### src/rtl/adc_ad7928_reader.sv
// ============================================================================
//  Module      : adc_ad7928_reader
//  Description : SPI master that reads three phase-current channels from an
//                AD7928-style 12-bit SAR ADC on every sample strobe. It uses
//                four pipelined 16-bit frames: frame 0 primes the channel
//                pipeline, and frames 1..3 return phases A, B and C.
//  Revision    : 1.0 - initial release
// ============================================================================
`timescale 1ns/1ps
`default_nettype none

module adc_ad7928_reader #(
    parameter logic [7:0] CLK_DIV = 8'd2,
    parameter logic [7:0] CS_GAP  = 8'd2,
    parameter logic [2:0] CH_A    = 3'd0,
    parameter logic [2:0] CH_B    = 3'd1,
    parameter logic [2:0] CH_C    = 3'd2,
    parameter logic       RANGE   = 1'b0,
    parameter logic       CODING  = 1'b1
) (
    input  logic        clk,
    input  logic        rst,
    input  logic        sn_adc,
    output logic        en_adc,
    output logic [11:0] adc_a,
    output logic [11:0] adc_b,
    output logic [11:0] adc_c,
    output logic        addr_err,
    output logic        busy,
    output logic        spi_ss,
    output logic        spi_sck,
    output logic        spi_mosi,
    input  logic        spi_miso
);

    typedef enum logic [2:0] {
        S_IDLE  = 3'd0,
        S_SETUP = 3'd1,
        S_SHIFT = 3'd2,
        S_GAP   = 3'd3,
        S_DONE  = 3'd4
    } state_t;

    // Control word: WRITE=1, SEQ=0, ADD3=0, channel, PM=11, SHADOW=0, WEAK=0.
    function automatic logic [15:0] ctrl_word(input logic [2:0] ch);
        return {1'b1, 2'b00, ch, 2'b11, 2'b00, RANGE, CODING, 4'b0000};
    endfunction

    // Frame 3 repeats channel C as a dummy so that C's result is clocked out.
    function automatic logic [2:0] frame_ch(input logic [1:0] k);
        logic [2:0] ch;
        case (k)
            2'd0:    ch = CH_A;
            2'd1:    ch = CH_B;
            default: ch = CH_C;
        endcase
        return ch;
    endfunction

    state_t      r_state;
    logic [7:0]  r_div;
    logic [3:0]  r_bit;
    logic [7:0]  r_gap;
    logic [1:0]  r_frame;
    logic [15:0] r_tx;
    // Only the low 15 received bits are kept; bit 15 of the ADC word is don't-care.
    logic [14:0] r_rx;
    logic [11:0] r_res_a;
    logic [11:0] r_res_b;
    logic        r_err_a;
    logic        r_err_b;

    logic        w_div_end;
    logic        w_gap_end;
    logic [1:0]  w_frame_nxt;
    logic [15:0] w_cw_first;
    logic [15:0] w_cw_next;

    assign w_div_end   = (r_div == (CLK_DIV - 8'd1));
    assign w_gap_end   = (r_gap == (CS_GAP - 8'd1));
    assign w_frame_nxt = r_frame + 2'd1;
    assign w_cw_first  = ctrl_word(CH_A);
    assign w_cw_next   = ctrl_word(frame_ch(w_frame_nxt));

    // Sequencer: frame timing, SPI pin generation, result capture and hand-off.
    always_ff @(posedge clk or posedge rst) begin
        if (rst) begin
            r_state  <= S_IDLE;
            r_div    <= 8'd0;
            r_bit    <= 4'd0;
            r_gap    <= 8'd0;
            r_frame  <= 2'd0;
            r_tx     <= 16'd0;
            r_rx     <= 15'd0;
            r_res_a  <= 12'd0;
            r_res_b  <= 12'd0;
            r_err_a  <= 1'b0;
            r_err_b  <= 1'b0;
            en_adc   <= 1'b0;
            adc_a    <= 12'd0;
            adc_b    <= 12'd0;
            adc_c    <= 12'd0;
            addr_err <= 1'b0;
            busy     <= 1'b0;
            spi_ss   <= 1'b1;
            spi_sck  <= 1'b1;
            spi_mosi <= 1'b0;
        end else begin
            case (r_state)
                S_IDLE: begin
                    en_adc <= 1'b0;
                    if (sn_adc) begin
                        r_state  <= S_SETUP;
                        r_frame  <= 2'd0;
                        busy     <= 1'b1;
                        spi_ss   <= 1'b0;
                        spi_sck  <= 1'b1;
                        r_tx     <= w_cw_first;
                        spi_mosi <= w_cw_first[15];
                    end
                end

                S_SETUP: begin
                    r_state <= S_SHIFT;
                    spi_sck <= 1'b0;
                    r_div   <= 8'd0;
                    r_bit   <= 4'd0;
                end

                S_SHIFT: begin
                    // MISO is taken in the first cycle of each high phase.
                    if (spi_sck && (r_div == 8'd0)) begin
                        r_rx <= {r_rx[13:0], spi_miso};
                    end
                    if (w_div_end) begin
                        r_div <= 8'd0;
                        if (!spi_sck) begin
                            spi_sck <= 1'b1;
                        end else if (r_bit == 4'd15) begin
                            r_state <= S_GAP;
                            spi_ss  <= 1'b1;
                            r_gap   <= 8'd0;
                        end else begin
                            spi_sck  <= 1'b0;
                            r_bit    <= r_bit + 4'd1;
                            r_tx     <= {r_tx[14:0], 1'b0};
                            spi_mosi <= r_tx[14];
                        end
                    end else begin
                        r_div <= r_div + 8'd1;
                    end
                end

                S_GAP: begin
                    if (w_gap_end) begin
                        // The received word belongs to the previous frame's channel.
                        case (r_frame)
                            2'd1: begin
                                r_res_a <= r_rx[11:0];
                                r_err_a <= (r_rx[14:12] != CH_A);
                            end
                            2'd2: begin
                                r_res_b <= r_rx[11:0];
                                r_err_b <= (r_rx[14:12] != CH_B);
                            end
                            default: begin
                            end
                        endcase
                        if (r_frame == 2'd3) begin
                            r_state  <= S_DONE;
                            en_adc   <= 1'b1;
                            adc_a    <= r_res_a;
                            adc_b    <= r_res_b;
                            adc_c    <= r_rx[11:0];
                            addr_err <= r_err_a | r_err_b | (r_rx[14:12] != CH_C);
                        end else begin
                            r_state  <= S_SETUP;
                            r_frame  <= w_frame_nxt;
                            spi_ss   <= 1'b0;
                            r_tx     <= w_cw_next;
                            spi_mosi <= w_cw_next[15];
                        end
                    end else begin
                        r_gap <= r_gap + 8'd1;
                    end
                end

                S_DONE: begin
                    en_adc  <= 1'b0;
                    busy    <= 1'b0;
                    r_state <= S_IDLE;
                end

                default: begin
                    r_state <= S_IDLE;
                end
            endcase
        end
    end

endmodule

`default_nettype wire

### config.mk
export PLATFORM = sky130hd
export DESIGN_NAME = adc_ad7928_reader
export DESIGN_NICKNAME = d
export VERILOG_FILES = /design/src/rtl/adc_ad7928_reader.sv
export SDC_FILE = /design/constraint.sdc
export NUM_CORES = 1
export LEC_CHECK = 0
export CAP_MARGIN = 30
export CORE_AREA = 2 2 148 150
export DETAILED_ROUTE_END_ITERATION = 10
export DIE_AREA = 0 0 150 152
export GPL_ROUTABILITY_DRIVEN = 0
export PLACE_DENSITY = 0.45
export SLEW_MARGIN = 20
export SYNTH_ARGS = -nofsm -noshare
export SYNTH_HDL_FRONTEND = slang
export SYNTH_SLANG_ARGS = --single-unit
### constraint.sdc
create_clock -name clk -period 5.23 [get_ports clk]
set_clock_uncertainty 0.15 [all_clocks]
set_input_delay 1.046 -clock clk [delete_from_list [all_inputs] [get_ports clk]]
set_output_delay 1.046 -clock clk [all_outputs]
set_load 0.1 [all_outputs]
==> qor.yml <==
logic_synthesis:
  syn_inst: 391
  yosysWarnings: 0
  syn_avg_cell_area_um2: 13.3
  synth-edff-count: 0
  yosysTopAreaCell: "dfrtp_1"
  ys_seq_area_share_pct: 57.4
  synth_ff_type: "dfrtp_1"
  syn-num-nets: 405
  syn_area_mm2: 0.00519
  async_flop_share_pct: 100
  synth_top_area_share_pct: 56.4
  synth_seq_cells: 119
  synth_area_leaders: "dfrtp_1, mux2_1, mux2_2"
  ys_types: 50
clock_tree:
  cts_tree: "built"
  cts_buffers: 17
  cts_root_buffer: "clkbuf_16"
  cts_setup_buffers: 0
  clock_sinks: 119
  cts.repair.resized: 0
  clock_latency_ps: 400
  clk_path_buf_depth: 2
  h-tree-depth: 4
  clk_pin_slew_worst_paths_ps: 50
  ctsHoldBuffers: 0
routing:
  drtAntennaViolNets: 0
  vias: 3174
  routed_wirelength_um: 10300
  firstDrtPassIters: 4
  wl_per_cell_um: 14.0
  avgViaCountPerCell: 4.29
  drt_iter0_markers: 147
  drc: 0
pwr:
  leakage_nw: 3.11
  powerDensity_mw_per_mm2: 331
  ir_worst_vdd_mv: 0.247
cells_and_area:
  num_antenna_cells: 0
  fin_util_pct: 31.1
  num-fill-cells: 2192
  nNetsFinal: 461
  drive_gt1_share_pct: 19.1
  synthToLayoutAreaGrowth_pct: 27.8
setup_path:
  arrival_ps: 2140
  required_ps: 4030
  worstSetupPathType: "register to output port"
  cpLargestDelayFamily: "buffers and inverters"
  path_buf_inv: 1
  rrSetupSlack_ps: 2640
  crit_path_max_fanout: 6
  slowest_delay_ps: 1150
  timing.rr.end: "adc_c[4]$_DFFE_PP0P_"
  cp-start-kind: "register"
  r2r-start: "r_state[0]$_DFFE_PP0P_"
  slowest_stage: "clkdlybuf4s50_1"
  cp-end-kind: "output port"
  ff2ff_path_depth: 4
  crit_chain: "clkdlybuf4s50_1"
outcome:
  outcome: "complete, no violations"
job:
  drv_cap: 0
sta:
  min_period_ps: 3340
  fin_crit_sh_pct: 63.9
  tightestPinTransition_ps: 1000
  slew_headroom_pct: 32.8
  grt_setup_unrepaired: "no"
  fin_tns_setup_ps: 0
  maxSlewViolCount: 0
  fin_hold_ws_ps: 327
  finalSetupViolCount: 0
  fmax_mhz: 299
  hold_violations: 0
floorplan:
  die_y_um: 152
  fp.dieW_um: 150
  rows: 54
  core_area_mm2: 0.0214
  ios: 46
  start_util_pct: 24.3
  die-area_mm2: 0.0228
global_routing:
  overflow: 0
  grt_first_pass_wirelength_um: 17500
  grt_use_total_pct: 9.74
  grt_max_degree: 75
  antenna_found_initial: 0
  first_global_vias: 3341
placement:
  hpwl_um: 6940
  port_buffers: 45
min_path:
  hold_class: "register to register"
  min_to: "adc_b[9]$_DFFE_PP0P_"
  hold_start: "r_res_b[9]$_DFFE_PP0P_"
  hold_path_depth: 1
cells in the final DEF (no fill, tap or decap), types with 5 or more instances in the layout:
cell type,instances
nand2_1,19
mux2i_1,9
a21oi_1,17
a31oi_1,6
nor2_1,8
clkdlybuf4s50_1,45
nand4_1,6
dfrtp_1,117
clkbuf_16,17
ha_1,10
nand3_1,5
inv_1,17
mux2_1,43
mux2_4,12
nor3_1,5
o21ai_0,12
mux2_2,27
and3_1,8
metrics by stage:
step	setup slack (ps)	instance area [µm²]	power (mW)	instances
finish	1890	6640	2.20	740
global route	1830	6640	2.29	740
CTS	1870	6590	2.23	737
detailed placement	2190	5950	0.981	705
global placement	2180	5910	0.981	702
floorplan	880	5190	0.967	391
worst reg2reg max path, delay by kind of cell, from the launching register on:
kind                   cells  cell delay (ps)
and+or+nand+nor            2             1080
DFF                        1              560
buffers and inverters      1              350
muxes                      1              330
cells by family after synthesis:
kind of cell               share of synthesized area, %
xor gates and xnor gates                          0.506
buffers and inverters                              3.61
DFF                                                57.4
AOI/OAI and AO/OA                                  7.25
and+or+nand+nor                                    8.48
adders and majority gates                          2.41
muxes                                              20.4
layout make-up:
class	instances	area (µm²)	share of cell area [%]
multi-input cells	238	2030	30.6
flip-flops and latches	119	2980	44.9
clock buffers	21	460	6.94
clock inverters	11	171	2.58
well taps	280	350	5.28
inverters	18	70.1	1.06
repair buffers	53	574	8.65
state kept, by name, indices dropped and copies added, names as in the netlist:
| register | flops |
|---|---|
| addr_err | 1 |
| r_res_a | 12 |
| spi_sck | 1 |
| adc_a | 12 |
| adc_b | 12 |
| r_rx | 15 |
| adc_c | 12 |
| r_res_b | 12 |
| r_err_a | 1 |
| spi_ss | 1 |
| r_gap | 8 |
| r_tx | 11 |
| r_div | 8 |
| r_state | 3 |
| r_frame | 2 |
| spi_mosi | 1 |
| r_bit | 4 |
| r_err_b | 1 |
| en_adc | 1 |
| busy | 1 |
worst max-delay path by stage:
stage / startpoint / to / slack, ps / cells past startpoint
floorplan: rst / adc_a[0]$_DFFE_PP0P_ / 880 / 1
global placement: r_state[0]$_DFFE_PP0P_ / adc_a[6]$_DFFE_PP0P_ / 2180 / 3
detailed placement: sn_adc / r_tx[11]$_DFFE_PP0P_ / 2190 / 6
CTS: spi_sck$_DFFE_PP1P_ / spi_sck / 1870 / 1
global route: spi_sck$_DFFE_PP1P_ / spi_sck / 1830 / 1
finish: spi_sck$_DFFE_PP1P_ / spi_sck / 1890 / 1
per-layer routing:
layer  vias up  GRT usage (%)  part of all wire [%]
li1       1512              -                     -
met1      1588           12.6                    48
met2        64           15.5                    47
met3        10           3.12                   4.2
met4         0           3.10                   1.3
met5         -              0                     0
synthesized netlist by cell type, types with 2 or more instances:
cell / count
o21ai_1: 3
nor3_1: 5
xor2_1: 3
buf_6: 4
dfstp_2: 2
and2_1: 2
or3_1: 2
nor2_1: 8
ha_1: 10
nor4b_4: 2
a41oi_1: 2
nor2b_1: 2
a31oi_1: 6
inv_1: 18
buf_2: 5
nand4_1: 6
mux2_2: 27
a21oi_1: 17
a22o_1: 2
nand2_1: 19
o21a_1: 4
clkbuf_1: 4
mux2_4: 12
and3_1: 8
nand3_1: 6
a211oi_1: 3
o21ai_0: 12
dfrtp_1: 117
mux2i_1: 9
buf_4: 2
o22ai_1: 2
a21o_1: 3
mux2_1: 43
nand3b_1: 2
nand2b_1: 4
power by group:
group	internal (mW)	switching, mW	leakage, nW	total, mW
Combinational	0.0115	0.0205	1.19	0.0320
Sequential	0.927	0.00735	1.61	0.934
Clock	0.824	0.410	0.304	1.23
Total	1.76	0.437	3.11	2.20
(Power assumes the default switching activity.)
